==> config.mk <==
export PLATFORM = sky130hd
export DESIGN_NAME = uart_tx_arbiter
export DESIGN_NICKNAME = d
export VERILOG_FILES = /design/src/rtl/uart_tx_arbiter.sv
export SDC_FILE = /design/constraint.sdc
export NUM_CORES = 1
export LEC_CHECK = 0
export BUFFER_PORTS_ARGS = -buffer_cell sky130_fd_sc_hd__buf_2
export CAP_MARGIN = 15
export CORE_MARGIN = 1
export CORE_UTILIZATION = 40
export DETAILED_ROUTE_END_ITERATION = 16
export PLACE_DENSITY = 0.6
export SLEW_MARGIN = 40
export SYNTH_ARGS = -nofsm -noshare
export SYNTH_HDL_FRONTEND = slang
export SYNTH_SLANG_ARGS = --single-unit
==> constraint.sdc <==
create_clock -name clk -period 3.4 [get_ports clk]
set_input_delay 1.02 -clock clk [delete_from_list [all_inputs] [get_ports clk]]
set_output_delay 1.02 -clock clk [all_outputs]
set_load 0.01 [all_outputs]
==> src/rtl/uart_tx_arbiter.sv <==
// Round-robin arbiter sharing one 8N1 UART transmitter between NUM_REQ byte producers.
// Define UART_ARB_LOCK_EN to hold the link for the owner until the last byte of its message.
module uart_tx_arbiter_lane #(
  parameter int IDX_W = 2,
  parameter int LANE  = 0
) (
  input  logic             req,
  input  logic             lock,
  input  logic [IDX_W-1:0] owner,
  output logic             elig
);
  assign elig = req & (~lock | (owner == IDX_W'(LANE)));
endmodule

module uart_tx_arbiter #(
  parameter int NUM_REQ     = 4,
  parameter int IDX_W       = 2,
  parameter int ACK_TIMEOUT = 16
) (
  input  logic                    clk,
  input  logic                    reset,
  input  logic [NUM_REQ-1:0]      req,
  input  logic [NUM_REQ-1:0][7:0] req_data,
  input  logic [NUM_REQ-1:0]      req_last,
  output logic [NUM_REQ-1:0]      gnt,
  output logic                    tx_start,
  output logic [7:0]              tx_data,
  input  logic                    tx_busy,
  output logic                    arb_busy,
  output logic [IDX_W-1:0]        owner,
  output logic                    timeout_err
);
`ifdef UART_ARB_LOCK_EN
  localparam logic LOCK_EN = 1'b1;
`else
  localparam logic LOCK_EN = 1'b0;
`endif

  typedef enum logic [1:0] {IDLE, WAIT_BUSY, WAIT_DONE} state_t;

  state_t             state_q, state_d;
  logic [NUM_REQ-1:0] elig, gnt_d;
  logic [IDX_W-1:0]   rr_q, rr_d, owner_d, hit;
  logic [IDX_W:0]     cand;
  logic               found, lock_q, lock_d, last_q, last_d, start_d, terr_d;
  logic [7:0]         data_d;
  logic [15:0]        timer_q, timer_d;

  for (genvar i = 0; i < NUM_REQ; i++) begin : g_lane
    uart_tx_arbiter_lane #(.IDX_W(IDX_W), .LANE(i)) u_lane (
      .req  (req[i]),
      .lock (lock_q),
      .owner(owner),
      .elig (elig[i])
    );
  end

  // Scan from the pointer upward, wrapping at NUM_REQ rather than 2**IDX_W.
  always_comb begin
    found = 1'b0;
    hit   = '0;
    cand  = '0;
    for (int i = 0; i < NUM_REQ; i++) begin
      cand = {1'b0, rr_q} + (IDX_W+1)'(i);
      if (cand >= (IDX_W+1)'(NUM_REQ)) cand = cand - (IDX_W+1)'(NUM_REQ);
      if (!found && elig[cand[IDX_W-1:0]]) begin
        found = 1'b1;
        hit   = cand[IDX_W-1:0];
      end
    end
  end

  always_comb begin
    state_d = state_q;
    gnt_d   = '0;
    start_d = 1'b0;
    terr_d  = 1'b0;
    data_d  = tx_data;
    owner_d = owner;
    rr_d    = rr_q;
    lock_d  = lock_q;
    last_d  = last_q;
    timer_d = timer_q;
    case (state_q)
      IDLE: begin
        // A locked owner that withdraws gives up the link; no grant this cycle.
        if (lock_q && !req[owner]) lock_d = 1'b0;
        else if (found) begin
          gnt_d[hit] = 1'b1;
          start_d    = 1'b1;
          data_d     = req_data[hit];
          owner_d    = hit;
          rr_d       = (hit == IDX_W'(NUM_REQ-1)) ? '0 : hit + 1'b1;
          timer_d    = '0;
          lock_d     = LOCK_EN & (lock_q | ~req_last[hit]);
          last_d     = req_last[hit];
          state_d    = WAIT_BUSY;
        end
      end
      WAIT_BUSY: begin
        if (tx_busy) state_d = WAIT_DONE;
        else if (timer_q == 16'(ACK_TIMEOUT-1)) begin
          terr_d  = 1'b1;
          lock_d  = 1'b0;
          state_d = IDLE;
        end else timer_d = timer_q + 16'd1;
      end
      WAIT_DONE: begin
        if (!tx_busy) begin
          state_d = IDLE;
          if (last_q) lock_d = 1'b0;
        end
      end
      default: state_d = IDLE;
    endcase
  end

  always_ff @(posedge clk or posedge reset) begin
    if (reset) begin
      state_q     <= IDLE;
      gnt         <= '0;
      tx_start    <= 1'b0;
      tx_data     <= '0;
      owner       <= '0;
      rr_q        <= '0;
      lock_q      <= 1'b0;
      last_q      <= 1'b0;
      timer_q     <= '0;
      timeout_err <= 1'b0;
      arb_busy    <= 1'b0;
    end else begin
      state_q     <= state_d;
      gnt         <= gnt_d;
      tx_start    <= start_d;
      tx_data     <= data_d;
      owner       <= owner_d;
      rr_q        <= rr_d;
      lock_q      <= lock_d;
      last_q      <= last_d;
      timer_q     <= timer_d;
      timeout_err <= terr_d;
      arb_busy    <= (state_d != IDLE);
    end
  end
endmodule

# [Word level (Yosys, flattened, before mapping)]
# Index checks and enable logic that the tools add are counted.
[op_classes] n_bitwise=10 n_eq_ne=15 n_lt_le_gt_ge=11 mux=56 add_sub_neg=9 n_reduce_logical=17
[ops] operator="16-bit two-way mux" n=4
[ops] operator="16-bit case mux with 2 select lines" n=1
[ops] operator="2-bit two-way mux" n=14
[ops] operator="1-bit two-way mux" n=23
[ops] operator="2-bit by 3-bit < comparator with 1-bit output, second input constant" n=6
[ops] operator="16-bit by 1-bit adder with 16-bit output, second input constant" n=1
[ops] operator="8-bit binary-select mux with 2-bit select" n=1
[ops] operator="16-bit by 4-bit equality test with 1-bit output, second input constant" n=1
[ops] operator="2-bit inequality test, second input constant" n=7
[ops] operator="1-bit binary-select mux with 2-bit select" n=6
[ops] operator="4-bit two-way mux" n=3
[ops] operator="3-bit greater-or-equal comparator, second input constant" n=3
[ops] operator="2-bit equality test, second input constant" n=4
[ops] operator="8-bit two-way mux" n=1
[ops] operator="2-bit by 1-bit subtractor with 2-bit output, second input constant" n=4
[ops] operator="2-bit by 2-bit adder with 3-bit output, second input constant" n=2
[ops] operator="2-bit case mux with 3 select lines" n=1
[ops] operator="6-bit AND reduction" n=1
[ops] operator="1-bit logical AND" n=5
[ops] operator="5-bit AND reduction" n=1
[ops] operator="1-bit bitwise AND" n=4
[ops] operator="2-bit by 1-bit equality test with 1-bit output, second input constant" n=2
[ops] operator="1-bit logical NOT" n=4
[ops] operator="2-bit logical NOT" n=2
[ops] operator="other kinds (12)" n=17
[totals] output_inout_bits=17 inputBits=43 wordCells=129 ff_bits=39

# [Depth between registers and ports, before layout]
# Gate-level depths: netlist of run 1.
[depth] word_depth=22 mapped_depth=7 depth_no_buf=6

# [Modules after synthesis]
# A second synthesis of run 1 with hierarchy kept.
[hier_totals] hier_cells=225 area_unflattened_um2=2143.3
[modules_own_cells] mod="uart_tx_arbiter" cells_per_inst=217 instances=1 seq_area_each_um2=925.9 area_each_um2=2093.3
[modules_own_cells] mod="uart_tx_arbiter_lane (g_lane[1].u_lane ...)" cells_per_inst=2 instances=2 seq_area_each_um2=0.0 area_each_um2=13.8
[modules_own_cells] mod="uart_tx_arbiter_lane (g_lane[0].u_lane ...)" cells_per_inst=2 instances=2 seq_area_each_um2=0.0 area_each_um2=11.3

# [Worst setup path after synthesis of run 1]
# No wires, ideal clock.
[synth_path] path_kind="input-to-reg" startpoint="input port req[0]" endpoint="register arb_busy" path_slack_ps=1126 cell_stages=4 setup_ps=124 t_arrival_ps=2150 path_buffers=0 path_cell_list="or4_4 -> o21ai_4 -> a21oi_1 -> a211o_1"
[synth_between] elab_chain_len=17 elab_cells_between_ends=27
[synth_lines] item="start, declared" line="22" text="input logic [NUM_REQ-1:0] req,"
[synth_lines] item="1-bit bitwise AND" line="12" text="assign elig = req & (~lock | (owner == IDX_W'(LANE)));"
[synth_lines] item="1-bit binary-select mux with 2-bit select" line="66" text="if (!found && elig[cand[IDX_W-1:0]]) begin"
[synth_lines] item="1-bit two-way mux (implied by the code)" line="66"
[synth_lines] item="1-bit two-way mux" line="66"
[synth_lines] item="1-bit logical NOT" line="66"
[synth_lines] item="1-bit logical AND" line="66"
[synth_lines] item="1-bit two-way mux" line="66"
[synth_lines] item="1-bit logical NOT" line="66"
[synth_lines] item="1-bit logical AND" line="66"
[synth_lines] item="1-bit two-way mux" line="66"
[synth_lines] item="1-bit logical NOT" line="66"
[synth_lines] item="1-bit logical AND" line="66"
[synth_lines] item="1-bit two-way mux" line="66"
[synth_lines] item="2-bit two-way mux" line="88" text="else if (found) begin"
[synth_lines] item="2-bit two-way mux (*)" line="87" text="if (lock_q && !req[owner]) lock_d = 1'b0;"
[synth_lines] item="2-bit case mux with 3 select lines (*)" line="84" text="case (state_q)"
[synth_lines] item="2-bit nonzero test (*)" line="142" text="arb_busy <= (state_d != IDLE);"
[synth_lines] item="end signal, assigned" line="142"
[synth_lines] item="end, declared" line="29" text="output logic arb_busy,"
# Every way passes the cells marked *; elsewhere a longest branch is shown, timed or not. The select of a mux whose other input is x is not followed.
# A chain may end at the register's enable or synchronous reset.

# [Worst setup path after layout of run 1]
[layout_path] startpoint="input port req[2]" endpoint="register tx_data[5]"
[layout_between] elab_chain_len=15 elab_cells_between_ends=31
[layout_lines] item="1-bit bitwise AND" line="12"
[layout_lines] item="1-bit binary-select mux with 2-bit select" line="66"
[layout_lines] item="1-bit two-way mux (implied by the code)" line="66"
[layout_lines] item="1-bit two-way mux" line="66"
[layout_lines] item="1-bit logical NOT" line="66"
[layout_lines] item="1-bit logical AND" line="66"
[layout_lines] item="1-bit two-way mux" line="66"
[layout_lines] item="1-bit logical NOT" line="66"
[layout_lines] item="1-bit logical AND" line="66"
[layout_lines] item="1-bit two-way mux" line="66"
[layout_lines] item="1-bit logical NOT" line="66"
[layout_lines] item="1-bit logical AND" line="66"
[layout_lines] item="2-bit two-way mux" line="66"
[layout_lines] item="8-bit binary-select mux with 2-bit select" line="91" text="data_d = req_data[hit];"
[layout_lines] item="8-bit two-way mux (implied by the code)" line="91"
[layout_lines] item="end signal, assigned" line="135" text="tx_data <= data_d;"
[layout_lines] item="end, declared" line="27" text="output logic [7:0] tx_data,"
# Parallel ways exist; a longest one is shown, timed or not. The select of a mux whose other input is x is not followed.

==> results.json, run 1 <==
{
  "report.final.hold_viol_count": 0,
  "fin_crit_sh_pct": 72.0,
  "dp_slack_ns": 0.667,
  "floorplan.initialDensity_pct": 41.5,
  "final_layout_size_suffix_gt1_share_pct": 28.1,
  "cts_resized": 0,
  "worst-endpoint-arrival_ns": 2.59,
  "core.rowCount": 26,
  "synth.cell_area_mm2": 0.00212,
  "cp_max_fo": 11,
  "routed-via-count": 1795,
  "grtUsageTotal_pct": 18.4,
  "postLayoutSetupSlackWorst_ns": 0.954,
  "floorplan.die_area_mm2": 0.00560,
  "grt_setup_unrepaired": "false",
  "slew_headroom_pct": 60.8,
  "final_slew_viol_count": 0,
  "drt-pass1-iter-count": 4,
  "postSynth.asyncResetShare_pct": 100,
  "critical_path_max_stage_delay_ns": 0.51,
  "cts_setup_buffers": 0,
  "timing.hold.worst_path_depth": 2,
  "vdd_drop_max_mv": 0.316,
  "core_mm2": 0.00511,
  "worst_path_dominant_cell_family": "simple AND/OR/NAND/NOR gates",
  "cts-root-buf": "sky130_fd_sc_hd__clkbuf_8",
  "outcome": "finished, final reports clean",
  "ys_ff_latch": 37,
  "tritoncts": "done",
  "avgViaCountPerCell": 5.22,
  "htreeDepth": 2,
  "worst-path-buf-inv": 2,
  "filler_cell_count": 520,
  "worst-r2r-setup-slack_ns": 1.15,
  "detailed_place.area_mm2": 0.00246,
  "hold-path-endpoint": "owner[0]$_DFFE_PP0P_",
  "drc_viols": 0,
  "worst_setup_hold_path_clk_slew_ns": 0.08,
  "ys_types": 51,
  "cts_hold_buf": 0,
  "grt_start_max_net_pins": 29,
  "gpl.final_weighted_congestion": 0.722,
  "cp-start-kind": "input pin",
  "final_critical_path_required_period_ns": 2.45,
  "postRouteAntennaNets": 0,
  "crit_path_top_delay_cell": "sky130_fd_sc_hd__or3_1",
  "setup.worst_path.class": "in2reg",
  "max_cap_viol_count": 0,
  "finish.net_count": 321,
  "finalSetupTns_ns": 0,
  "critPathCaptureType": "flip-flop",
  "ys_seq_area_share_pct": 43.6,
  "final_area_mm2": 0.00257,
  "grt_pass1_vias": 1709,
  "fp.dieH_um": 74.8,
  "area.growth.synth_to_final_pct": 21.2,
  "leakage_component_of_the_power_nw": 1.21,
  "drt_iter0_markers": 84,
  "pwr_dens_mw_per_mm2": 619,
  "synth_cells": 217,
  "clk-insertion-delay-late_ns": 0.29,
  "clk_sink_count": 37,
  "hold_path_startpoint": "owner[0]$_DFFE_PP0P_",
  "synth.avg_cell_area_um2": 9.78,
  "io_buffer_count": 55,
  "grt.overflow.total": 0,
  "report.final.setup_viol": 0,
  "tightest_pin_transition_ns": 0.586,
  "max_clock_freq_mhz": 409,
  "synth_edf_count": 0,
  "wire_per_inst_um": 13.3,
  "cts_inserted_buffers": 5,
  "timing.clock.skew_ns": 0.00727,
  "rr_startpoint": "state_q[0]$_DFF_PP0_",
  "worstPathCellList": "buf_2 > nor4_1 > or3_1 > inv_1 > nand3_1 > a221oi_1 > a211oi_1",
  "detailedPlacementHpwl_um": 3270,
  "i_o_pin_cnt": 60,
  "totalWireLength_um": 4570,
  "postLayoutCoreUtil_pct": 50.3,
  "timing.hold.worst.class": "reg2reg",
  "post_synthesis_net_count": 265,
  "ctsLongestPathBuffers": 2,
  "grt_antenna_before_repair": 0,
  "wire_length_of_the_first_global_routing_pass_um": 7830,
  "insertedDiodeCount": 0,
  "ff2ff_path_depth": 5,
  "die_w_um": 74.8,
  "worst_r2r_endpoint": "tx_data[5]$_DFFE_PP0P_",
  "worstPathRequired_ns": 3.55,
  "yosys_warnings": 0,
  "ys_dominant_reg_cell": "sky130_fd_sc_hd__dfrtp_1",
  "fin_hold_ws_ns": 0.482
}
[worst min-delay path: cells and delay by family, from the launching register on]
family / cells / cell delay [ns]
flops: 1 / 0.35
compound gates: 1 / 0.06
simple gates: 1 / 0.05
[through the flow]
stage	cells	power (mW)
after floorplan	217	1.03
after global placement	336	1.22
after detailed placement	336	1.22
after CTS	344	1.62
after global routing	344	1.72
final	344	1.59
[how the worst max path moves through the flow]
| stage | from | endpoint | slack, ns | depth (start not counted) |
|---|---|---|---|---|
| after CTS | req[2] | tx_data[5]$_DFFE_PP0P_ | 0.98 | 7 |
| final | req[2] | tx_data[5]$_DFFE_PP0P_ | 0.95 | 7 |
| after detailed placement | req[2] | tx_data[5]$_DFFE_PP0P_ | 0.67 | 7 |
| after global routing | req[2] | tx_data[2]$_DFFE_PP0P_ | 0.79 | 7 |
| after global placement | req[2] | tx_data[5]$_DFFE_PP0P_ | 0.64 | 7 |
| after floorplan | req[0] | arb_busy$_DFF_PP0_ | 1.13 | 4 |
[final cells by class]
type	count	area, um^2	share of cell area (%)
Inverter	9	33.8	1.31
Clock inverter	3	46.3	1.80
Timing Repair Buffer	58	298	11.6
Sequential cell	37	926	36.0
Multi-Input combinational cell	162	1110	43.2
Tap cell	70	87.6	3.41
Clock buffer	5	68.8	2.68
[Yosys cell counts, drive strengths merged, types with 2 or more instances]
library cell | number | area share (%)
dfrtp | 37 | 44
nor2 | 24 | 4.2
nand2 | 18 | 3.2
and2 | 14 | 4.1
mux2i | 11 | 5.2
a211oi | 9 | 3.2
inv | 9 | 1.6
a221oi | 8 | 3.3
xnor2 | 8 | 3.3
nor4 | 7 | 2.4
a21oi | 6 | 1.4
buf | 6 | 1.9
nand3 | 6 | 1.7
nor3 | 6 | 1.9
ha | 5 | 2.9
nand4 | 4 | 1.2
a211o | 3 | 1.2
and3 | 3 | 0.88
clkbuf | 3 | 0.53
nand2b | 3 | 0.88
nor2b | 3 | 0.88
o21ai | 3 | 1.2
and4 | 2 | 0.94
o211ai | 2 | 1.4
or2 | 2 | 0.59
[registers in the layout, summed over array words and instances, names as in the netlist]
signal       flops
timeout_err      1
owner            2
tx_start         1
rr_q             2
timer_q         16
state_q          2
arb_busy         1
gnt              4
tx_data          8
[layout by cell type (no fill, tap or decap), drive strengths merged, types with 2 or more instances in the layout]
master  count
a211o       3
a211oi      9
a21oi       6
a221oi      8
and2       14
and3        3
and4        2
buf        58
clkbuf      5
dfrtp      37
ha          5
inv         9
mux2i      11
nand2      18
nand2b      3
nand3       6
nand4       4
nor2       24
nor2b       3
nor3        6
nor4        7
o211ai      2
o21ai       3
or2         2
xnor2       8
[routing by layer]
metal	up-vias	wire length, um	global-route usage, %
met1	831	2120	23.1
li1	899	-	-
met2	58	2110	30.8
met4	0	62	5.45
met3	7	272	5.49
met5	-	0	0
[cell families (layout without fill, tap and decap cells)]
family / Yosys count / in the layout / share of synthesized area, %
muxes: 11 / 11 / 5.19
AOI/OAI and AO/OA: 40 / 40 / 15.6
buffers and inverters: 18 / 75 / 4.01
DFF: 37 / 37 / 43.6
xor gates and xnor gates: 8 / 8 / 3.30
and+or+nand+nor: 98 / 98 / 25.4
adders and majority gates: 5 / 5 / 2.95
[power breakdown]
| group | switching (mW) | internal (mW) |
|---|---|---|
| registers | 0.0842 | 0.548 |
| clock network | 0.168 | 0.220 |
| logic | 0.342 | 0.230 |
Note: power is estimated with default switching activity, not from simulation.
==> inputs of run 2 (changes only) <==
--- a/config.mk
+++ b/config.mk
@@ -10,7 +10,7 @@
 export CORE_MARGIN = 1
 export CORE_UTILIZATION = 40
 export DETAILED_ROUTE_END_ITERATION = 16
-export PLACE_DENSITY = 0.6
+export PLACE_DENSITY = 0.62
 export SLEW_MARGIN = 40
 export SYNTH_ARGS = -nofsm -noshare
 export SYNTH_HDL_FRONTEND = slang
==> constraint.sdc (replaced) <==
create_clock -name clk -period 2 [get_ports clk]
set_input_delay 0.6 -clock clk [delete_from_list [all_inputs] [get_ports clk]]
set_output_delay 0.6 -clock clk [all_outputs]
set_load 0.01 [all_outputs]
==> results.json, run 2 (synthesized netlist as in run 1, its figures left out) <==
{
  "mostFrequentLayoutCell": "sky130_fd_sc_hd__buf_2",
  "critPathCaptureType": "flip-flop",
  "fin_crit_sh_pct": 92.3,
  "die_w_um": 74.8,
  "max_clock_freq_mhz": 542,
  "drc_viols": 0,
  "finalSetupTns_ns": 0,
  "insertedDiodeCount": 0,
  "gpl.final_weighted_congestion": 0.717,
  "place.detailed.instances": 352,
  "avgViaCountPerCell": 5.10,
  "dp_slack_ns": -0.0855,
  "drt_iter0_markers": 89,
  "grt_antenna_before_repair": 0,
  "timing.hold.worst.class": "in2async",
  "setup.worst_path.class": "reg2reg",
  "grt_pass1_vias": 1767,
  "power.clock.fraction_pct": 26.4,
  "cts_setup_buffers": 0,
  "io_buffer_count": 55,
  "power.share.combinational_pct": 37.6,
  "report.final.hold_viol_count": 0,
  "crit_path_top_delay_cell": "sky130_fd_sc_hd__dfrtp_1",
  "vdd_drop_max_mv": 0.559,
  "critical_path_max_stage_delay_ns": 0.39,
  "core_mm2": 0.00511,
  "detailedPlacementHpwl_um": 3380,
  "cts_inserted_buffers": 5,
  "fin_hold_ws_ns": 0.401,
  "cp-start-kind": "flip-flop",
  "most-common-layout-cells": "sky130_fd_sc_hd__buf_2, sky130_fd_sc_hd__dfrtp_1, sky130_fd_sc_hd__nor2_1",
  "power.net_switching_mw": 1.02,
  "grt.overflow.total": 0,
  "htreeDepth": 2,
  "grtUsageTotal_pct": 18.8,
  "leakage_component_of_the_power_nw": 1.30,
  "routed-via-count": 1837,
  "postRouteAntennaNets": 0,
  "cellInternalPower_mw": 1.91,
  "tritoncts": "done",
  "cp_max_fo": 8,
  "i_o_pin_cnt": 60,
  "worstPathRequired_ns": 2.23,
  "fp.dieH_um": 74.8,
  "cts-root-buf": "sky130_fd_sc_hd__clkbuf_8",
  "detailed_place.area_mm2": 0.00258,
  "postLayoutSetupSlackWorst_ns": 0.154,
  "max_reg_flops": 16,
  "wire_length_of_the_first_global_routing_pass_um": 8020,
  "clk-insertion-delay-late_ns": 0.29,
  "largest_registers": "timer_q (16), tx_data (8), gnt (4)",
  "totalWireLength_um": 4640,
  "floorplan.die_area_mm2": 0.00560,
  "outcome": "finished, final reports clean",
  "instances_no_fill": 360,
  "filler_cell_count": 493,
  "final_slew_viol_count": 0,
  "max_cap_viol_count": 0,
  "final_critical_path_required_period_ns": 1.85,
  "worstPathCellList": "ha_1 > nor4bb_1 > and4_4 > buf_4 > nor3_2 > a211o_1 > nand2_1",
  "seqPwrFrac_pct": 36.0,
  "clk_sink_count": 37,
  "tightest_pin_transition_ns": 0.511,
  "final_layout_size_suffix_gt1_share_pct": 31.7,
  "wire_per_inst_um": 12.9,
  "ctsLongestPathBuffers": 2,
  "grt_setup_unrepaired": "false",
  "drt-pass1-iter-count": 4,
  "postLayoutCoreUtil_pct": 53.2,
  "slew_headroom_pct": 65.8,
  "largest_register": "timer_q",
  "area.growth.synth_to_final_pct": 28.1,
  "timing.clock.skew_ns": 0.00404,
  "core.rowCount": 26,
  "worst_setup_hold_path_clk_slew_ns": 0.08,
  "report.power.total_mw": 2.93,
  "report.final.setup_viol": 0,
  "power_switching_share_pct": 34.9,
  "grt_start_max_net_pins": 38,
  "finish.net_count": 337,
  "worst-endpoint-arrival_ns": 2.08,
  "pwr_dens_mw_per_mm2": 1080,
  "final_area_mm2": 0.00272,
  "floorplan.initialDensity_pct": 41.5,
  "cts_hold_buf": 0
}
==> run 2: area by class of cell <==
cell class / instances / area (um^2) / area share (%)
clock buffer: 5 / 68.8 / 2.53
clock inverter: 3 / 65.1 / 2.39
inverter: 9 / 33.8 / 1.24
multi-input combinational: 162 / 1120 / 41.2
sequential: 37 / 926 / 34.1
tap: 70 / 87.6 / 3.22
timing repair buffer: 74 / 418 / 15.4
==> run 2: worst max-delay path: cells and delay by family (launching register included) <==
kind / cells / cell delay (ns)
AND/OR/NAND/NOR: 4 / 0.78
flip-flops: 1 / 0.39
AO/OA/AOI/OAI: 1 / 0.27
adder cells (fa/ha/maj): 1 / 0.18
buffers and inverters: 1 / 0.17
==> run 2: final timing paths <==
check                                       start                      end  slack, ns  cells past startpoint
max                        timer_q[0]$_DFFE_PP0P_  timer_q[14]$_DFFE_PP0P_       0.15                      7
min                                         reset     owner[0]$_DFFE_PP0P_       0.40                      3
max reg2reg                timer_q[0]$_DFFE_PP0P_  timer_q[14]$_DFFE_PP0P_       0.15                      7
min reg2reg                  owner[0]$_DFFE_PP0P_     owner[0]$_DFFE_PP0P_       0.48                      2
max in group asynchronous                   reset     state_q[0]$_DFF_PP0_       1.27                      3
min in group clk             owner[0]$_DFFE_PP0P_     owner[0]$_DFFE_PP0P_       0.48                      2
==> run 2: power by group through the flow <==
stage,Clock (mW),Combinational (mW),Sequential [mW]
finish,0.774,1.10,1.05
floorplan,0,0.630,1.12
global placement,0,1.10,1.06
CTS,0.794,1.11,1.06
detailed placement,0,1.11,1.07
global route,0.821,1.24,1.09
==> run 2: routing by layer <==
layer / GRT usage (%) / routed length (um)
met2: 32.1 / 2150
met1: 23.6 / 2210
met3: 4.55 / 237
met5: 0 / 0
met4: 5.66 / 46
==> run 2: timing repair <==
item	in CTS	in global routing
gates resized for setup	0	1
endpoints found under the setup margin	0	2
endpoints found under the hold margin	0	0
